## src/rtl/trap_ctrl.sv

```systemverilog
// rtl/trap_ctrl.sv - machine-mode trap CSRs and commit-boundary redirect FSM
module trap_ctrl (
  input  logic        clk,
  input  logic        rst_n,
  input  logic        timer_int_i,
  input  logic        commit_valid_i,
  input  logic [63:0] commit_pc_i,
  input  logic [63:0] commit_next_pc_i,
  input  logic        ecall_i,
  input  logic        mret_i,
  input  logic        csr_we_i,
  input  logic [11:0] csr_waddr_i,
  input  logic [63:0] csr_wdata_i,
  input  logic [11:0] csr_raddr_i,
  output logic [63:0] csr_rdata_o,
  output logic        int_pending_o,
  output logic        redirect_o,
  output logic [63:0] redirect_pc_o
);

  localparam logic [11:0] ADDR_MSTATUS = 12'h300;
  localparam logic [11:0] ADDR_MIE     = 12'h304;
  localparam logic [11:0] ADDR_MTVEC   = 12'h305;
  localparam logic [11:0] ADDR_MEPC    = 12'h341;
  localparam logic [11:0] ADDR_MCAUSE  = 12'h342;
  localparam logic [11:0] ADDR_MIP     = 12'h344;
  localparam logic [63:0] CAUSE_MTI    = 64'h8000_0000_0000_0007;
  localparam logic [63:0] CAUSE_ECALL  = 64'd11;

  typedef enum logic {IDLE, FLUSH} state_t;
  state_t state, state_next;

  logic        mstatus_mie, mstatus_mpie, mie_mtie;
  logic [63:0] mtvec, mepc, mcause;

  logic        decide;
  logic        take_int, take_ecall, take_mret, take_trap, any_event;
  logic [63:0] trap_vector, target;

  assign int_pending_o = timer_int_i & mie_mtie & mstatus_mie;
  assign trap_vector   = {mtvec[63:2], 2'b00};

  // Priority: interrupt over ecall over mret; nothing is decided while flushing.
  assign decide     = (state == IDLE) && commit_valid_i;
  assign take_int   = decide && int_pending_o;
  assign take_ecall = decide && !int_pending_o && ecall_i;
  assign take_mret  = decide && !int_pending_o && !ecall_i && mret_i;
  assign take_trap  = take_int || take_ecall;
  assign any_event  = take_trap || take_mret;
  assign target     = take_mret ? mepc : trap_vector;

  always_ff @(posedge clk) begin
    if (!rst_n) state <= IDLE;
    else        state <= state_next;
  end

  always_comb begin
    state_next = state;
    case (state)
      IDLE:    if (any_event) state_next = FLUSH;
      FLUSH:   state_next = IDLE;
      default: state_next = IDLE;
    endcase
  end

  always_comb begin
    redirect_o = (state == FLUSH);
  end

  always_ff @(posedge clk) begin
    if (!rst_n)         redirect_pc_o <= '0;
    else if (any_event) redirect_pc_o <= target;
  end

  // Trap/mret updates win over a same-cycle software write to the same CSR.
  always_ff @(posedge clk) begin
    if (!rst_n) begin
      mstatus_mie  <= 1'b0;
      mstatus_mpie <= 1'b0;
      mie_mtie     <= 1'b0;
      mtvec        <= '0;
      mepc         <= '0;
      mcause       <= '0;
    end else begin
      if (take_trap) begin
        mstatus_mpie <= mstatus_mie;
        mstatus_mie  <= 1'b0;
        mcause       <= take_int ? CAUSE_MTI : CAUSE_ECALL;
        mepc         <= (take_ecall || ecall_i || mret_i) ?
                        {commit_pc_i[63:2], 2'b00} : {commit_next_pc_i[63:2], 2'b00};
      end else if (take_mret) begin
        mstatus_mie  <= mstatus_mpie;
        mstatus_mpie <= 1'b1;
      end
      if (csr_we_i) begin
        case (csr_waddr_i)
          ADDR_MSTATUS: if (!any_event) begin
            mstatus_mie  <= csr_wdata_i[3];
            mstatus_mpie <= csr_wdata_i[7];
          end
          ADDR_MIE:    mie_mtie <= csr_wdata_i[7];
          ADDR_MTVEC:  mtvec <= csr_wdata_i;
          ADDR_MEPC:   if (!take_trap) mepc <= {csr_wdata_i[63:2], 2'b00};
          ADDR_MCAUSE: if (!take_trap) mcause <= csr_wdata_i;
          default: ;
        endcase
      end
    end
  end

  always_comb begin
    csr_rdata_o = '0;
    case (csr_raddr_i)
      ADDR_MSTATUS: csr_rdata_o = {51'b0, 2'b11, 3'b0, mstatus_mpie, 3'b0, mstatus_mie, 3'b0};
      ADDR_MIE:     csr_rdata_o = {56'b0, mie_mtie, 7'b0};
      ADDR_MTVEC:   csr_rdata_o = mtvec;
      ADDR_MEPC:    csr_rdata_o = mepc;
      ADDR_MCAUSE:  csr_rdata_o = mcause;
      ADDR_MIP:     csr_rdata_o = {56'b0, timer_int_i, 7'b0};
      default:      csr_rdata_o = '0;
    endcase
  end

endmodule
```

## config.mk

```make
export PLATFORM = sky130hd
export DESIGN_NAME = trap_ctrl
export DESIGN_NICKNAME = d
export VERILOG_FILES = /design/src/rtl/trap_ctrl.sv
export SDC_FILE = /design/constraint.sdc
export NUM_CORES = 1
export LEC_CHECK = 0
export ABC_CLOCK_PERIOD_IN_PS = 6300
export BUFFER_PORTS_ARGS = -buffer_cell sky130_fd_sc_hd__buf_2
export CORE_MARGIN = 5
export CORE_UTILIZATION = 35
export DETAILED_ROUTE_END_ITERATION = 6
export GPL_ROUTABILITY_DRIVEN = 0
export PLACE_DENSITY = 0.61
export SYNTH_ARGS = -nofsm -noshare
export SYNTH_HDL_FRONTEND = slang
export SYNTH_SLANG_ARGS = --single-unit
```

## constraint.sdc

```tcl
create_clock -name clk -period 6.3 [get_ports clk]
set_input_delay 1.26 -clock clk [delete_from_list [all_inputs] [get_ports clk]]
set_output_delay 1.26 -clock clk [all_outputs]
set_load 0.05 [all_outputs]
```

==> run_results.csv, run 1 <==
group,metric,value,unit
outcome,outcome,"finished, final reports clean",
global_route,grt_max_degree,116,
logic_synthesis,ys.flop_type,"dfxtp_1",
global_route,grt_overflow_total,0,
flow_run,maxCapViolCount,0,
logic_synthesis,syn_nets,1765,
critical_path,crit_top_cell,"buf_2",
logic_synthesis,synthMuxAreaShare,11.3,%
logic_synthesis,synth_seq_cells,260,
sta,fin_crit,4.70,ns
floorplanning,die-area,38300,um2
cells_and_area,final_util,43.3,%
critical_path,path_depth,7,
sta,clock-skew-final,0.0133,ns
clock_network,ctsHoldBuffers,0,
logic_synthesis,synth.distinct_cells,47,
cells_and_area,areaGrowthSynthToFinish,23.1,%
floorplanning,coreArea,34300,um2
sta,fmax,0.213,GHz
logic_synthesis,netlist_area,12100,um2
critical_path,cpPeakStageDelay,0.74,ns
clock_network,ctsResizeCount,0,
clock_network,post_cts_buffers,0,
critical_path,cp.required,5.04,ns
clock_network,cts_buffers,30,
global_route,antenna_found_initial,4,
power_and_ir_drop,p_leak,0.00640,uW
placement,io_buffers,348,
logic_synthesis,synth_fa_ha_area_share,0,%
cells_and_area,final_layout_size_suffix_gt1_share,23.5,%
global_route,grt_use_total,21.7,%
sta,setup_viol,0,
floorplanning,rows,68,
logic_synthesis,syn_area_per_cell,7.82,um2
critical_path,critPathLaunchType,"input port",
floorplanning,die-width,196,um
critical_path,rr_worst_depth,6,
critical_path,critical_path_class,"input port to output pin",
detailed_routing,vias_per_cell,5.34,
clock_network,clockBufferDepth,3,
detailed_routing,drc,0,
sta,final_hold_viol_count,0,
floorplanning,initial_utilization,35.2,%
detailed_routing,vias,12200,
clock_network,cts_sinks,260,
cells_and_area,final_nets,2032,
hold_path,hold_path_class,"flop to flop",
detailed_routing,wire_per_inst,19.2,um
detailed_routing,dr.pass1.iters,6,
logic_synthesis,synth.yosys.seq_area_share,43.2,%
global_route,grt_pass1_vias,12100,
detailed_routing,wl,43900,um
clock_network,clk_pin_slew_worst_paths,0.06,ns
logic_synthesis,synth_edf_count,0,
logic_synthesis,synth_top_family_by_area,"compound AO/OA/AOI/OAI gates",
critical_path,arrival,3.44,ns
sta,relSlewSlack,17.9,%
critical_path,crit_path_top_delay_cell,"buf_4",
detailed_routing,drt-initial-drc-count,683,
sta,slew_violations,0,
logic_synthesis,syn_inst,1542,
floorplanning,io_pins,353,
logic_synthesis,yosysWarningCount,0,
sta,rsz0062_at_grt,"false",
logic_synthesis,ys_async_sr_fraction,0,%
logic_synthesis,synth_xor_area_share,0,%
cells_and_area,nFillCells,3518,
sta,tns,0,ns
floorplanning,die_y,196,um
hold_path,min_path_cells,2,
critical_path,path_buf_inv,3,
clock_network,worstSkewPairLatency,0.55,ns
sta,worst_pin_slew,1.23,ns
logic_synthesis,synth_compound_area_share,21.1,%
sta,post-route-period-util,74.6,%
power_and_ir_drop,peakVddDrop,0.208,mV
logic_synthesis,yosys.area_share.simple,19.2,%
clock_network,root_buffer,"clkbuf_16",
power_and_ir_drop,p_per_area,250,nW/um2
clock_network,cts_tree,"built",
critical_path,crit_family,"buffers and inverters",
placement,dp_hpwl,27400,um
critical_path,critPathMaxFanout,63,
critical_path,path_cells,"buf_2 > or4_4 > nor3_4 > buf_4 > nand2_1 > o21ai_1 > buf_2",
clock_network,htree_levels,1,
global_route,grt_pass1_wl,68100,um
detailed_routing,route.antenna.remaining_nets,0,
critical_path,end_kind,"output pin",
-- synthesized netlist by cell type, types with 2 or more instances --
cell type | n | share of area (%)
nand3b_1 | 3 | 0.19
mux2_2 | 4 | 0.37
nor4bb_1 | 4 | 0.33
a31oi_1 | 63 | 3.3
nand3_1 | 5 | 0.21
buf_1 | 4 | 0.12
nor2_1 | 9 | 0.28
nand4b_1 | 2 | 0.15
and3_1 | 3 | 0.16
nand2_1 | 504 | 16
mux2_1 | 59 | 5.5
dfxtp_1 | 260 | 43
a21oi_1 | 190 | 7.9
mux2i_1 | 65 | 5.4
nand4_1 | 6 | 0.31
buf_6 | 7 | 0.65
o21ai_0 | 118 | 4.9
clkbuf_1 | 86 | 2.7
o21ai_1 | 8 | 0.33
buf_2 | 33 | 1.4
buf_4 | 6 | 0.37
a211oi_1 | 2 | 0.12
nor3_1 | 5 | 0.21
nand4bb_1 | 2 | 0.19
and4_1 | 2 | 0.15
nor4_1 | 3 | 0.16
nor2b_1 | 5 | 0.26
a311oi_1 | 4 | 0.29
a22oi_1 | 62 | 3.9
-- metal layers --
layer | wire [um] | part of all wire [%] | vias up | track usage, %
li1 | - | - | 5875 | -
met1 | 18800 | 43 | 5756 | 28.5
met2 | 21000 | 48 | 495 | 37.2
met3 | 3270 | 7.5 | 74 | 3.93
met4 | 826 | 1.9 | 2 | 5.30
met5 | 13 | 0.030 | - | 0
-- tightest hold or removal path, delay by kind of cell, from the launching register on --
family | cells | cell delay, ns
and+or+nand+nor | 1 | 0.05
DFF | 1 | 0.31
AOI/OAI and AO/OA | 1 | 0.05
-- registers in the layout (all words and copies together) (netlist names) --
signal         cells
mcause            64
mepc              64
mtvec             64
redirect_pc_o     64
mie_mtie           1
mstatus_mie        1
mstatus_mpie       1
redirect_o         1
-- where the power goes --
| part | switching (uW) | internal [uW] | total, uW |
|---|---|---|---|
| sequential | 31.3 | 1690 | 1720 |
| combinational | 250 | 132 | 382 |
| clock | 690 | 915 | 1600 |
-- path summary, 6_finish.rpt --
kind	to	from	slack (ns)
min	mcause[57]$_SDFF_PN0_	mcause[57]$_SDFF_PN0_	0.45
min reg2reg	mcause[57]$_SDFF_PN0_	mcause[57]$_SDFF_PN0_	0.45
max reg2reg	redirect_pc_o[9]$_SDFFE_PN0N_	mstatus_mie$_SDFF_PN0_	3.72
max	csr_rdata_o[3]	csr_raddr_i[3]	1.60
-- cell families after synthesis --
kind of cell	count (synthesis)
buf+inv	138
flops	260
mux	128
compound gates	453
simple gates	563
-- layout make-up --
type	count	area (um2)	area share [%]
sequential	260	5200	35.1
tap	455	569	3.84
antenna	3	7.51	0.0506
timing repair buffer	371	1920	12.9
multi-input combinational	1144	6250	42.2
inverter	2	8.76	0.0590
clock buffer	43	841	5.67
clock inverter	6	33.8	0.228
-- metrics by stage --
| step | area (um2) | power, uW | worst slack (ns) | hold WS, ns | cells |
|---|---|---|---|---|---|
| finish | 14800 | 3710 | 1.60 | 0.450 | 2284 |
| global route | 14800 | 3850 | 1.46 | 0.465 | 2282 |
| CTS | 14800 | 3750 | 1.60 | 0.451 | 2281 |
| detailed placement | 14000 | 2140 | 1.60 | 0.444 | 2232 |
| global placement | 14000 | 2140 | 1.59 | 0.438 | 2232 |
| floorplan | 12100 | 1980 | 1.86 | 0.431 | 1542 |
-- cell usage in the layout, fill, tap and decap left out, types with 5 or more instances in the layout --
master	Yosys	layout
nand4_1	6	6
a31oi_1	63	63
a21oi_1	190	190
dfxtp_1	260	260
o21ai_1	8	7
clkbuf_1	86	10
o21ai_0	118	118
nor2_1	9	8
buf_2	33	347
clkinv_2	0	6
nand2_1	504	503
clkbuf_16	0	31
mux2i_1	65	65
nand3_1	5	5
mux2_1	59	59
buf_4	6	24
a22oi_1	62	62
nor2b_1	5	5
nor3_1	5	5
(Power assumes the default switching activity.)
==> run 2, diff against run 1 <==
--- a/config.mk
+++ b/config.mk
@@ -5,13 +5,14 @@
 export SDC_FILE = /design/constraint.sdc
 export NUM_CORES = 1
 export LEC_CHECK = 0
-export ABC_CLOCK_PERIOD_IN_PS = 6300
+export ABC_AREA = 1
+export ABC_CLOCK_PERIOD_IN_PS = 4200
 export BUFFER_PORTS_ARGS = -buffer_cell sky130_fd_sc_hd__buf_2
 export CORE_MARGIN = 5
 export CORE_UTILIZATION = 35
 export DETAILED_ROUTE_END_ITERATION = 6
 export GPL_ROUTABILITY_DRIVEN = 0
-export PLACE_DENSITY = 0.61
+export PLACE_DENSITY = 0.62
 export SYNTH_ARGS = -nofsm -noshare
 export SYNTH_HDL_FRONTEND = slang
 export SYNTH_SLANG_ARGS = --single-unit
==> constraint.sdc (replaced) <==
create_clock -name clk -period 4.2 [get_ports clk]
set_input_delay 0.84 -clock clk [delete_from_list [all_inputs] [get_ports clk]]
set_output_delay 0.84 -clock clk [all_outputs]
set_load 0.05 [all_outputs]
==> run 2 against run 1 <==
Net effect: flip-flop and latch count unchanged; cell area increased by 13%; first-iteration DRC count increased by 83%; wire length increased by 26%; critical endpoint is now csr_rdata_o[6]; highest routed layer is now met4.
==> run_results.csv, run 2 <==
group,metric,value,unit
outcome,outcome,"finished, final reports clean",
logic_synthesis,yosys.area_share.simple,33.6,%
sta,final_hold_viol_count,0,
clock_network,cts_sinks,260,
floorplanning,die-width,208,um
detailed_routing,route.antenna.remaining_nets,0,
power_and_ir_drop,power_frac_seq,43.8,%
sta,setup_viol,0,
power_and_ir_drop,p_comb_share,10.2,%
cells_and_area,final_nets,2663,
detailed_routing,drc,0,
clock_network,ctsResizeCount,0,
clock_network,root_buffer,"clkbuf_16",
sta,postLayoutSetupSlackWorst,0.653,ns
logic_synthesis,syn_inst,2195,
sta,rsz0062_at_grt,"false",
logic_synthesis,yosys-top-cells-area,"dfxtp_1 (38%), nand2_1 (14%), nand3_1 (10%)",
critical_path,critPathLaunchType,"input port",
critical_path,path_buf_inv,4,
critical_path,end_kind,"output pin",
sta,worst_pin_slew,1.08,ns
logic_synthesis,syn_nets,2418,
logic_synthesis,ys.flop_type,"dfxtp_1",
clock_network,post_cts_buffers,0,
logic_synthesis,yosysWarningCount,0,
sta,fin_crit,3.55,ns
power_and_ir_drop,p_leak,0.00774,uW
floorplanning,initial_utilization,35.5,%
detailed_routing,vias_per_cell,5.22,
logic_synthesis,synth_most_common_cell,"nand2_1",
critical_path,crit_path_top_delay_cell,"buf_2",
logic_synthesis,synth_compound_area_share,15.4,%
detailed_routing,vias,15600,
clock_network,clockBufferDepth,3,
logic_synthesis,synth_seq_cells,260,
global_route,antenna_found_initial,2,
logic_synthesis,synth_fa_ha_area_share,0,%
cells_and_area,final_layout_size_suffix_gt1_share,19.1,%
logic_synthesis,syn_area_per_cell,6.27,um2
critical_path,crit_top_cell,"buf_2",
placement,io_buffers,348,
sta,clock-skew-final,0.0112,ns
placement,place_ws,0.691,ns
power_and_ir_drop,power.share.clock,45.9,%
sta,post-route-period-util,84.5,%
clock_network,cts_tree,"built",
clock_network,cts_buffers,30,
critical_path,critPathMaxFanout,18,
clock_network,clk_pin_slew_worst_paths,0.06,ns
global_route,grt_max_degree,177,
floorplanning,coreArea,38700,um2
global_route,grt_pass1_wl,84600,um
logic_synthesis,synth_edf_count,0,
detailed_routing,wire_per_inst,18.6,um
cells_and_area,nFillCells,4156,
placement,dp_hpwl,34200,um
detailed_routing,drt-initial-drc-count,1252,
logic_synthesis,netlist_area,13800,um2
power_and_ir_drop,intPower,4270,uW
logic_synthesis,synth.yosys.seq_area_share,37.8,%
detailed_routing,wl,55500,um
detailed_routing,dr.pass1.iters,5,
critical_path,cpPeakStageDelay,0.34,ns
critical_path,crit_family,"buffers and inverters",
logic_synthesis,synth_xor_area_share,0,%
floorplanning,rows,72,
critical_path,rrSetupSlack,1.60,ns
floorplanning,die-area,43400,um2
logic_synthesis,yosysTopAreaCellShare,37.8,%
sta,slew_violations,0,
power_and_ir_drop,swShare,26.1,%
sta,relSlewSlack,27.5,%
critical_path,arrival,2.71,ns
logic_synthesis,synth_top_family_by_area,"simple AND/OR/NAND/NOR gates",
floorplanning,die_y,208,um
clock_network,worstSkewPairLatency,0.55,ns
global_route,grt_overflow_total,0,
critical_path,cp.required,3.36,ns
clock_network,ctsHoldBuffers,0,
hold_path,hold_path_class,"flop to flop",
global_route,grt_pass1_vias,14900,
power_and_ir_drop,p_per_area,344,nW/um2
global_route,grt_use_total,24.0,%
cells_and_area,final_common_cell,"nand2_1",
logic_synthesis,synth.distinct_cells,29,
logic_synthesis,synthMuxAreaShare,0,%
logic_synthesis,synth_top_cell_by_area,"dfxtp_1",
flow_run,maxCapViolCount,0,
cells_and_area,final_cell_mix,"nand2_1 (502), buf_2 (347), nor2_1 (313)",
cells_and_area,areaGrowthSynthToFinish,22.1,%
logic_synthesis,ys_async_sr_fraction,0,%
logic_synthesis,synth_top_cells_by_count,"nand2_1 (505), nor2_1 (314), nand3_1 (275)",
sta,fmax,0.282,GHz
power_and_ir_drop,p_sw,1510,uW
sta,tns,0,ns
floorplanning,io_pins,353,
critical_path,path_cells,"buf_2 > nor2_1 > nand3_1 > nor2_2 > nand2_2 > inv_2 > buf_12 > nand2_1 > o211ai_1 > buf_2",
critical_path,critical_path_class,"input port to output pin",
power_and_ir_drop,peakVddDrop,0.275,mV
clock_network,htree_levels,1,
-- run 2: changes by cell type in the layout (fill, tap and decap cells not counted), moves of 7 or more --
cell      delta
a21oi_1    -151
a22oi_1     -62
buf_12       +7
clkbuf_8     +8
inv_1      +246
inv_2       +22
mux2_1      -59
mux2i_1     -65
nand3_1    +268
nor2_1     +305
o211ai_1    +61
o21ai_0     +77
o21ai_1     +11
-- run 2: routing by layer --
| metal | track usage, % | part of all wire (%) | vias to the layer above |
|---|---|---|---|
| met3 | 3.93 | 9.0 | 118 |
| met1 | 31.0 | 41 | 7171 |
| li1 | - | - | 7485 |
| met5 | 0 | 0 | - |
| met2 | 40.8 | 46 | 804 |
| met4 | 8.22 | 3.3 | 0 |
-- run 2: tightest hold or removal path, delay by kind of cell, from the launching register on --
| kind | cells | cell delay [ns] |
|---|---|---|
| DFF | 1 | 0.31 |
| and+or+nand+nor | 1 | 0.06 |
| AOI/OAI and AO/OA | 1 | 0.05 |
-- run 2: cell type report --
| cell class | instances | area [um2] | area share [%] |
|---|---|---|---|
| Multi-Input combinational cell | 1496 | 6840 | 40.7 |
| Timing Repair Buffer | 378 | 2060 | 12.3 |
| Clock buffer | 49 | 943 | 5.62 |
| Antenna cell | 2 | 5.00 | 0.0298 |
| Clock inverter | 6 | 58.8 | 0.350 |
| Tap cell | 518 | 648 | 3.86 |
| Sequential cell | 260 | 5200 | 31.0 |
| Inverter | 274 | 1030 | 6.14 |
-- run 2: cell families after synthesis --
group,after synthesis
AOI/OAI and AO/OA,377
buffers and inverters,439
DFF,260
and+or+nand+nor,1119
-- run 2: power by group through the flow --
stage	registers [uW]	logic (uW)	clock network [uW]
floorplan	2600	324	0
global placement	2590	579	0
CTS	2530	587	2680
global route	2540	647	2790
detailed placement	2590	585	0
finish	2530	590	2650
-- run 2: final timing paths --
kind | startpoint | to | cells after the start
max | csr_raddr_i[5] | csr_rdata_o[6] | 10
min | redirect_pc_o[0]$_SDFFE_PN0N_ | redirect_pc_o[0]$_SDFFE_PN0N_ | 2
max reg2reg | mstatus_mie$_SDFF_PN0_ | mstatus_mpie$_SDFF_PN0_ | 8
min reg2reg | redirect_pc_o[0]$_SDFFE_PN0N_ | redirect_pc_o[0]$_SDFFE_PN0N_ | 2
-- run 2: per-stage QoR --
stage	cells	hold slack [ns]	total power [uW]	instance area, um2	utilization, %
after floorplan	2195	0.438	2920	13800	-
after global placement	2926	0.451	3170	15800	40.7
after detailed placement	2926	0.456	3170	15800	40.7
after CTS	2981	0.463	5800	16800	43.3
after global routing	2983	0.480	5980	16800	43.3
final	2983	0.461	5780	16800	43.3
==> run 3, diff against run 2 <==
==> config.mk (replaced) <==
export PLATFORM = sky130hd
export DESIGN_NAME = trap_ctrl
export DESIGN_NICKNAME = d
export VERILOG_FILES = /design/src/rtl/trap_ctrl.sv
export SDC_FILE = /design/constraint.sdc
export NUM_CORES = 1
export LEC_CHECK = 0
export ABC_AREA = 0
export ABC_CLOCK_PERIOD_IN_PS = 3500
export BUFFER_PORTS_ARGS = -buffer_cell sky130_fd_sc_hd__buf_2
export CORE_MARGIN = 5
export CORE_UTILIZATION = 35
export DETAILED_ROUTE_END_ITERATION = 6
export GPL_ROUTABILITY_DRIVEN = 0
export PLACE_DENSITY = 0.61
export SYNTH_ARGS = -nofsm -noshare
export SYNTH_HDL_FRONTEND = slang
export SYNTH_SLANG_ARGS = --single-unit
==> constraint.sdc (replaced) <==
create_clock -name clk -period 3.5 [get_ports clk]
set_input_delay 0.7 -clock clk [delete_from_list [all_inputs] [get_ports clk]]
set_output_delay 0.7 -clock clk [all_outputs]
set_load 0.05 [all_outputs]
==> run 3 against run 2 <==
Net effect: die area down 12%; global-route usage down 2.4 points; cell area down 10%; wire length down 21%; non-clock buffer count unchanged; largest power group is now registers; highest routed layer is now met5; core utilization up 0.75 points; largest cell class unchanged.
==> run_results.csv, run 3 (synthesized netlist as in run 1, its figures left out) <==
group,metric,value,unit
power_and_ir_drop,p_per_area,451,nW/um2
detailed_routing,drc,0,
outcome,outcome,"finished, final reports clean",
sta,clock-skew-final,0.00945,ns
cells_and_area,final_util,44.1,%
critical_path,cp.required,2.80,ns
power_and_ir_drop,peakVddDrop,0.352,mV
floorplanning,die_y,196,um
sta,worst_pin_slew,0.892,ns
sta,fin_crit,3.36,ns
global_route,grt_pass1_wl,67400,um
critical_path,critPathMaxFanout,21,
cells_and_area,regArea,5200,um2
detailed_routing,dr.pass1.iters,5,
sta,postLayoutSetupSlackWorst,0.138,ns
flow_run,maxCapViolCount,0,
power_and_ir_drop,power_frac_seq,45.5,%
floorplanning,rows,68,
detailed_routing,wire_per_inst,19.0,um
cells_and_area,final_layout_size_suffix_gt1_share,23.8,%
critical_path,critPathLaunchType,"input port",
sta,fmax,0.297,GHz
global_route,grt_overflow_total,0,
cells_and_area,final_cell_mix,"nand2_1 (503), buf_2 (346), dfxtp_1 (260)",
clock_network,cts_buffers,30,
clock_network,root_buffer,"clkbuf_16",
detailed_routing,wl,43700,um
detailed_routing,vias_per_cell,5.31,
power_and_ir_drop,p_leak,0.00651,uW
power_and_ir_drop,intPower,5080,uW
cells_and_area,multi_input_area,6250,um2
detailed_routing,drt-initial-drc-count,655,
placement,dp_hpwl,27500,um
critical_path,critical_path_class,"input port to output pin",
clock_network,post_cts_buffers,0,
global_route,grt_pass1_vias,11900,
placement,io_buffers,348,
floorplanning,initial_utilization,35.2,%
cells_and_area,final_common_cell,"nand2_1",
detailed_routing,route.antenna.remaining_nets,0,
sta,setup_viol,0,
clock_network,clockBufferDepth,3,
floorplanning,die-width,196,um
cells_and_area,nFillCells,3443,
clock_network,clk_pin_slew_worst_paths,0.06,ns
global_route,grt_max_degree,110,
global_route,grt_use_total,21.6,%
power_and_ir_drop,swShare,25.5,%
sta,slew_violations,0,
power_and_ir_drop,power.share.clock,44.2,%
clock_network,htree_levels,1,
floorplanning,die-area,38300,um2
placement,place_ws,0.143,ns
clock_network,ctsResizeCount,0,
floorplanning,io_pins,353,
clock_network,worstSkewPairLatency,0.54,ns
clock_network,ctsHoldBuffers,0,
detailed_routing,vias,12200,
clock_network,cts_sinks,260,
sta,final_hold_viol_count,0,
hold_path,hold_path_class,"input port to flop",
cells_and_area,areaGrowthSynthToFinish,25.4,%
floorplanning,coreArea,34300,um2
sta,post-route-period-util,96.0,%
cells_and_area,final_nets,2039,
critical_path,end_kind,"output pin",
power_and_ir_drop,p_sw,1740,uW
power_and_ir_drop,p_comb_share,10.3,%
critical_path,arrival,2.66,ns
clock_network,cts_tree,"built",
global_route,antenna_found_initial,7,
sta,rsz0062_at_grt,"false",
sta,tns,0,ns
sta,relSlewSlack,40.6,%
## run 3: cell count changes in the layout (fill, tap and decap cells not counted), sizes merged, moves of 5 or more
cell / change
a21oi: +151
a22oi: +62
clkinv: -6
inv: -269
mux2: +63
mux2i: +65
nand2: -5
nand3: -271
nor2: -312
nor2b: +5
nor4: +5
o211ai: -61
o21ai: -88
## run 3: path summary, 6_finish.rpt
check / startpoint / end / slack [ns] / cells past startpoint
hold / removal: csr_wdata_i[12] / mtvec[12]$_SDFFE_PN0P_ / 0.41 / 3
setup reg to reg: redirect_o$_SDFF_PP0_ / redirect_pc_o[37]$_SDFFE_PN0N_ / 1.46 / 5
hold reg to reg: mcause[47]$_SDFF_PN0_ / mcause[47]$_SDFF_PN0_ / 0.45 / 2
setup / recovery: csr_raddr_i[3] / csr_rdata_o[22] / 0.14 / 7
## run 3: worst max-delay path, stage by stage
cell and delay, ns:
buf_2 0.10, or4_4 0.61, nor4_4 0.32, buf_4 0.37, a22oi_1 0.16, nand2_1 0.11, buf_2 0.27
## run 3: per-layer routing
layer	routed length [um]	part of all wire [%]	GRT usage, %
met2	20300	46	36.2
met5	42	0.096	0
met4	1060	2.4	5.61
met3	3510	8.0	4.57
met1	18700	43	28.3
## run 3: area by class of cell
| class | count | area share (%) |
|---|---|---|
| inverters | 2 | 0.0579 |
| well taps | 455 | 3.77 |
| flip-flops and latches | 260 | 34.4 |
| repair buffers | 378 | 14.0 |
| clock buffers | 51 | 6.16 |
| diodes | 4 | 0.0662 |
| clock inverters | 2 | 0.0911 |
| multi-input cells | 1144 | 41.4 |
## run 3: stage by stage
stage	hold WS (ns)	instances	total power (uW)	cell area (um2)
2_1_floorplan	0.431	1542	3560	12100
3_3_place_gp	0.438	2239	3860	14200
3_5_place_dp	0.443	2239	3870	14200
4_1_cts	0.376	2292	6910	15100
5_1_grt	0.398	2295	7080	15100
6_report	0.414	2296	6820	15100
## run 3: power by group through the flow
stage	combinational, uW	sequential (uW)	clock (uW)
floorplan	296	3270	0
global placement	693	3160	0
detailed placement	701	3170	0
CTS	703	3100	3100
global route	762	3110	3200
finish	699	3100	3020
